[config.mk]
export PLATFORM = sky130hd
export DESIGN_NAME = i2s_transmitter
export DESIGN_NICKNAME = d
export VERILOG_FILES = /design/src/rtl/i2s_transmitter.sv
export SDC_FILE = /design/constraint.sdc
export NUM_CORES = 1
export LEC_CHECK = 0
export CAP_MARGIN = 20
export CORE_MARGIN = 10
export CORE_UTILIZATION = 55
export CTS_CLUSTER_DIAMETER = 80
export CTS_CLUSTER_SIZE = 40
export DETAILED_ROUTE_END_ITERATION = 8
export HOLD_SLACK_MARGIN = 0.1
export PLACE_DENSITY = 0.83
export SYNTH_ARGS = -nofsm -noshare
export SYNTH_HDL_FRONTEND = slang
export SYNTH_SLANG_ARGS = --single-unit
[constraint.sdc]
create_clock -name clk_in -period 3.9 [get_ports clk_in]
set_input_delay 0.39 -clock clk_in [delete_from_list [all_inputs] [get_ports clk_in]]
set_output_delay 0.39 -clock clk_in [all_outputs]
set_load 0.05 [all_outputs]
[src/rtl/i2s_transmitter.sv]
`timescale 1ns/1ps
// i2s_transmitter: serialises a stereo BITS-wide sample pair into a 64-slot I2S frame, MSB first.
// Latency: all outputs are registered and take their new slot's value on the clk_i2s_pulse edge itself.
// Backpressure: none; samples are captured once per frame and DAC_* changes between captures are ignored.
//
// Ports:
//   clk_in, rst            - system clock, synchronous active-high reset
//   clk_i2s, clk_i2s_pulse - 50/50 bit clock and its one-cycle start-of-period strobe (from fp_div)
//   sample_in              - frame resync: forces the next slot to 0 on a strobe edge
//   DAC_Left, DAC_Right    - stereo sample inputs, captured when the slot counter wraps to 0
//   sample_pulse           - one-cycle pulse in the cycle after a capture
//   I2S_BCLK/WCLK/DATA     - serial outputs to the DAC
//
// Build option: define I2S_LEFT_JUSTIFIED_EN for left-justified framing (WCLK high for slots 0..31,
// edges coincide with each channel's MSB). Default is standard I2S (WCLK leads the MSB by one bit).
module i2s_transmitter #(
    parameter int BITS     = 16,   // 1..32
    parameter int INV_BCLK = 0
) (
    input  logic            clk_in,
    input  logic            rst,
    input  logic            clk_i2s,
    input  logic            clk_i2s_pulse,
    input  logic            sample_in,
    input  logic [BITS-1:0] DAC_Left,
    input  logic [BITS-1:0] DAC_Right,
    output logic            sample_pulse,
    output logic            I2S_BCLK,
    output logic            I2S_WCLK,
    output logic            I2S_DATA
);

    localparam logic       INV   = (INV_BCLK != 0);
    localparam logic [6:0] L_END = 7'(BITS);        // first slot past the left word
    localparam logic [6:0] R_END = 7'(32 + BITS);   // first slot past the right word

    logic [5:0]      pos_q,   pos_d;
    logic [6:0]      pos7_d;
    logic [BITS-1:0] lsr_q,   lsr_d;
    logic [BITS-1:0] rsr_q,   rsr_d;
    logic            data_q,  data_d;
    logic            wclk_q,  wclk_d;
    logic            pulse_q, pulse_d;
    logic            bclk_q;

    always_comb begin
        pos_d   = pos_q;
        pos7_d  = {1'b0, pos_q};
        lsr_d   = lsr_q;
        rsr_d   = rsr_q;
        data_d  = data_q;
        wclk_d  = wclk_q;
        pulse_d = 1'b0;

        if (clk_i2s_pulse) begin
            // Resync wins over the normal advance; a resync at slot 63 lands on the
            // same slot 0 as a natural wrap, so it produces no extra capture.
            pos_d  = sample_in ? 6'd0 : pos_q + 6'd1;
            pos7_d = {1'b0, pos_d};

            if (pos_d == 6'd0) begin
                // Capture edge: the left MSB goes straight out from the input so the
                // new frame starts on this same edge; the register keeps the remainder.
                data_d  = DAC_Left[BITS-1];
                lsr_d   = DAC_Left << 1;
                rsr_d   = DAC_Right;
                pulse_d = 1'b1;
            end else if (pos7_d < L_END) begin
                data_d = lsr_q[BITS-1];
                lsr_d  = lsr_q << 1;
            end else if (pos7_d >= 7'd32 && pos7_d < R_END) begin
                data_d = rsr_q[BITS-1];
                rsr_d  = rsr_q << 1;
            end else begin
                data_d = 1'b0;
            end

`ifdef I2S_LEFT_JUSTIFIED_EN
            wclk_d = ~pos_d[5];
`else
            // One-bit lead: right channel is announced in slot 31, left again in slot 63.
            wclk_d = (pos_d >= 6'd31) && (pos_d != 6'd63);
`endif
        end
    end

    always_ff @(posedge clk_in) begin
        if (rst) begin
            pos_q   <= 6'd63;
            lsr_q   <= '0;
            rsr_q   <= '0;
            data_q  <= 1'b0;
            wclk_q  <= 1'b0;
            pulse_q <= 1'b0;
            bclk_q  <= INV;
        end else begin
            pos_q   <= pos_d;
            lsr_q   <= lsr_d;
            rsr_q   <= rsr_d;
            data_q  <= data_d;
            wclk_q  <= wclk_d;
            pulse_q <= pulse_d;
            // Non-inverted BCLK falls on the strobe edge where DATA/WCLK change,
            // so the DAC samples on the rising edge mid-bit.
            bclk_q  <= clk_i2s ^ ~INV;
        end
    end

    assign sample_pulse = pulse_q;
    assign I2S_BCLK     = bclk_q;
    assign I2S_WCLK     = wclk_q;
    assign I2S_DATA     = data_q;

endmodule

**After elaboration in Yosys (flattened, before gate mapping)**

Index checks and enable logic that the tools add are counted.

- Bits in registers: 42
- Word-level logic and storage cells: 34
- Bits of input ports: 37
- Output and inout bits: 4

- Equality and inequality tests: 2
- Bitwise operators: 2
- $add $sub $neg: 1
- Reduce and logical (&&, ||, !) cells: 8
- Magnitude comparators: 4
- Multiplexer cells: 10

Operator list:

| operator | count |
|---|---|
| $mux 16 | 5 |
| $add 6x1->6 const B | 1 |
| $ge 6x5->1 const B | 1 |
| $ge 6x6->1 const B | 1 |
| $logic_not 6->1 | 1 |
| $lt 6x5->1 const B | 1 |
| $lt 6x6->1 const B | 1 |
| $mux 6 | 1 |
| $ne 6x6->1 const B | 1 |
| $mux 1 | 4 |
| $reduce_bool 2->1 | 2 |
| $reduce_and 3->1 | 1 |
| $logic_and 1x1->1 | 2 |
| $ne 2x2->1 const B | 1 |
| $not 1->1 | 2 |
| $reduce_and 2->1 | 1 |
| $reduce_or 2->1 | 1 |

**Longest topological paths before layout**

- Depth in word-level cells: 7
- Mapped depth: 8
- Mapped depth without buffers: 6

**Worst setup path before layout**

Ideal clock, no wire load.

- Kind: flip-flop to flip-flop
- From: reg pos_q[0]
- To: reg lsr_q[10]
- Cell stages (with the launch flop): 8
- Buffers on the path: 1
- Required time: 3811 ps
- Clock period less this slack: 1902 ps
- Setup time: 89 ps
- Data arrival time: 1814 ps
- Path slack: 1998 ps
- Path through: dfxtp_1 ha_1 nand3_1 mux2_2 and4b_1 buf_2 nor2_1 a311oi_2

- Longest elaborated chain between the ends: 5
- Elaborated cells between the ends (all ways): 7
- Those cells by class: add/sub (1); order compare (1); mux (2); reduce/logical (3)

RTL lines:

| item | line | source |
|---|---|---|
| start, declared | 37 | `logic [5:0] pos_q, pos_d;` |
| start signal, assigned | 97 | `pos_q <= pos_d;` |
| $add 6x1->6 * | 58 | `pos_d = sample_in ? 6'd0 : pos_q + 6'd1;` |
| $mux 6 * | 58 |  |
| $lt 6x5->1 / $logic_not 6->1 (equally long branches) | 68, 61 |  |
| $reduce_bool 2->1 (no line) | -- |  |
| $reduce_and 2->1 (no line) | -- |  |
| end signal, assigned | 98 | `lsr_q <= lsr_d;` |
| end, declared | 39 | `logic [BITS-1:0] lsr_q, lsr_d;` |

Every way passes the cells marked *; elsewhere a longest branch is shown, timed or not.
A chain may end at the register's enable or synchronous reset.

**Final worst setup path**

- From: reg pos_q[0]
- To: reg rsr_q[2]

- Longest elaborated chain between the ends: 6
- Elaborated cells between the ends (all ways): 11
- Those cells by class: add/sub (1); order compare (3); eq/ne (1); mux (2); reduce/logical (4)

RTL lines:

| item | line | source |
|---|---|---|
| $add 6x1->6 * | 58 |  |
| $mux 6 * | 58 |  |
| $ge 6x6->1 / $lt 6x6->1 (equally long branches) | 71 | `end else if (pos7_d >= 7'd32 && pos7_d < R_END) begin` |
| $logic_and 1x1->1 | 71 |  |
| $reduce_bool 2->1 (no line) | -- |  |
| $reduce_and 3->1 (no line) | -- |  |
| end signal, assigned | 99 | `rsr_q <= rsr_d;` |
| end, declared | 40 | `logic [BITS-1:0] rsr_q, rsr_d;` |

Marks and branches as above.

==> results.md <==
- Synthesized Nets: ~260
- CTS buffer count: 5
- Die ar.: between 0.006 and 0.007 sq mm
- CP Cell Sequence: ha_1 -> xnor2_1 -> a21oi_2 -> nor2_4 -> o21ai_2 -> a221oi_1
- Fmax: 366 MHz
- R2r worst-path depth: 6
- Worst path required time: around 4 ns
- Total track usage: 0.141
- Syn_area_per_cell: between 9 and 10 sq um
- Worst-Margin Slew: around 0.85 ns
- EDFF count, synth: 0
- Antenna violations before repair: 0
- Main flop type after synthesis: dfxtp_1
- Setup crit end kind: flop
- Initial DRC count: between 100 and 150
- Post-CTS Setup Inserts: 0
- Drt via density: between 5 and 6
- Commonest cells after routing, fill and taps aside: 41 x dfxtp_1, 40 x clkdlybuf4s50_1, 23 x nor2_1
- First-pass GRT wire length: about 7.6 mm
- Placer Congestion: roughly 0.84
- Post-synthesis cell type count: between 40 and 50
- Port buffer count: 40
- Post-Synth Adder-Cell Area: 0.00601
- Final Max Tran Viols: 0
- Clk_skew: 0.00801 ns
- Post-synthesis xor/xnor area fraction: 0.00841
- Final hold vios: 0
- CTS tree: built
- RSZ-0062 raised after global routing: false
- Clock slew at reported path FFs: roughly 0.070 ns
- Classification of the worst setup path: reg2reg
- Routed vias: around 1800
- Total gr overflow: 0
- Post-layout util: 0.695
- Slowest cell on crit path: o21ai_2
- Seq/Total Area, Yosys: 0.394
- Post_cts resized: 0
- Share of cells above drive strength 1: 0.148
- R2R setup slack: approximately 1.2 ns
- Async SR Flop Fraction: 0
- Core area: between 0.003 and 0.004 sq mm
- Simple-gate portion of the synthesized area: 0.148
- Largest stage delay, worst path: approximately 0.71 ns
- Max layer used: met4
- Final min period: 2.73 ns
- Wirelength per Cell: about 15 um
- FP Rows: 22
- Final net count: around 300
- #FFs+latches synth: 41
- Max-Cap Viols: 0
- CP Launch Type: flop
- Synth Cell Area: between 0.002 and 0.0025 sq mm
- Power Density: 437 mW/mm^2
- Final setup vio count: 0
- Routed WL: about 4.6 mm
- Largest net degree at the start of global routing: 32
- Drc violations: 0
- Fin cells: roughly 300
- Setup TNS: 0 ns
- R2R Path End: rsr_q[2]
- Worst hold path depth: 2
- Hold_buf cts: 0
- Mux cell area share after synthesis: 0.0108
- H-tree Lvls: 2
- FF-to-FF Start: pos_q[0]
- Initial Utilization: 0.569
- Worst-Skew Late Latency: about 0.3 ns
- HP Class: reg2reg
- Hold wc startpoint: lsr_q[1]
- Largest family of logic cells by synthesized area: compound AO/OA/AOI/OAI gates
- Vias in the first global route: 1767
- Die H: 81.5 um
- Post-Place Cells: between 200 and 300
- Synth Area in Compound Gates: 0.335
- Max VDD drop: ~0.28 mV
- WP data arrival: 2.87 ns
- Status: completed
- Worst-case clock buffer depth: 2
- Static Leak: 0.852 nW
- CTS root buf: clkbuf_8
- Fin crit share: 0.700
- Die W: between 80 and 90 um
- Normalized max-slew margin: 0.431
- Synth Warn #: 0
- Max Fanout on Critical Path: 16
- Metal1 wirelength: about 2.1 mm
- WL met2: 2.17 mm
- Hold Path Sink: lsr_q[1]
- # IOs: 41
- # clock sinks: just over 40
- Met3 WL: approximately 210 um
- Drt pass-1 iters: 4
- Hpwl dp: 3.22 mm
- Most common cell after layout, fill and taps aside: dfxtp_1
- Ant. Diodes: 0
- P&R area growth vs syn: 22.2%
- Cells after Synth: ~230
- ANT nets after route: 0
-- cells by family (layout without fill, tap and decap cells) --
| kind of cell | after synthesis | count (layout) |
|---|---|---|
| flip-flops | 41 | 41 |
| adder cells (fa/ha/maj) | 1 | 1 |
| AO/OA/AOI/OAI | 77 | 77 |
| XOR/XNOR | 2 | 2 |
| AND/OR/NAND/NOR | 63 | 63 |
| multiplexers | 2 | 2 |
| buffers and inverters | 39 | 70 |
-- worst max-delay path, delay by kind of cell (launching register included) --
family / cells / cell delay [ns]
compound gates: 3 / 1.50
flops: 1 / 0.45
fa+ha+maj: 1 / 0.31
simple gates: 1 / 0.17
xor+xnor: 1 / 0.13
-- registers in the layout, summed over array words and instances (netlist names) --
signal        flops
rsr_q            16
lsr_q            15
pos_q             6
I2S_BCLK          1
I2S_DATA          1
I2S_WCLK          1
sample_pulse      1
-- metrics by stage --
step                cell area (sq um)  hold slack (ns)  setup WS [ns]  total power [mW]
floorplan                        2080            0.426           2.00             0.710
global placement                 2430            0.441           1.03             0.766
detailed placement               2430            0.449          0.982             0.772
CTS                              2550            0.467           1.19              1.12
global route                     2550            0.483          0.917              1.17
finish                           2550            0.464           1.17              1.11
-- power by group --
| part | internal, mW | leakage, nW | total (mW) | switching, mW |
|---|---|---|---|---|
| clock network | 0.209 | 0.0585 | 0.349 | 0.141 |
| registers | 0.463 | 0.338 | 0.490 | 0.0273 |
| logic | 0.119 | 0.456 | 0.273 | 0.154 |
-- final cells by class --
cell class	count	area (sq um)
fill	300	1110
multi-input combinational	145	1060
sequential	41	821
timing repair buffer	42	415
clock buffer	7	86.3
inverter	20	75.1
tap	48	60.1
clock inverter	1	30.0
-- Yosys cell counts (2+ instances only) --
master	number	area, sq um
inv_1	19	71.3
buf_2	4	20.0
dfxtp_1	41	821
mux2_2	2	22.5
a311oi_1	5	43.8
nor2_1	23	86.3
nand3_1	3	15.0
o21ai_0	21	105
nor2_4	2	22.5
a211o_1	2	17.5
clkbuf_1	7	26.3
nor2b_1	4	25.0
o22ai_1	15	93.8
a311oi_2	9	135
xnor2_1	2	17.5
buf_6	6	67.6
a221oi_1	6	52.6
nor3_1	5	25.0
buf_4	2	15.0
a221oi_2	9	135
nand2_1	18	67.6
-- per-layer routing --
metal,vias to the layer above,global-route usage
met1,826,0.166
met5,-,0
met3,6,0.0437
met2,39,0.241
li1,901,-
met4,0,0.0415
-- worst max path at each step --
stage          depth (start not counted)       from   endpoint  slack (ns)
6_report                               6   pos_q[0]   rsr_q[2]        1.17
5_1_grt                                6   pos_q[1]   rsr_q[2]        0.92
4_1_cts                                6   pos_q[0]  rsr_q[15]        1.19
3_5_place_dp                           5  sample_in  rsr_q[15]        0.98
3_3_place_gp                           5  sample_in   rsr_q[1]        1.03
2_1_floorplan                          7   pos_q[0]  lsr_q[10]        2.00
No activity file was read; power rests on OpenSTA's default activity.
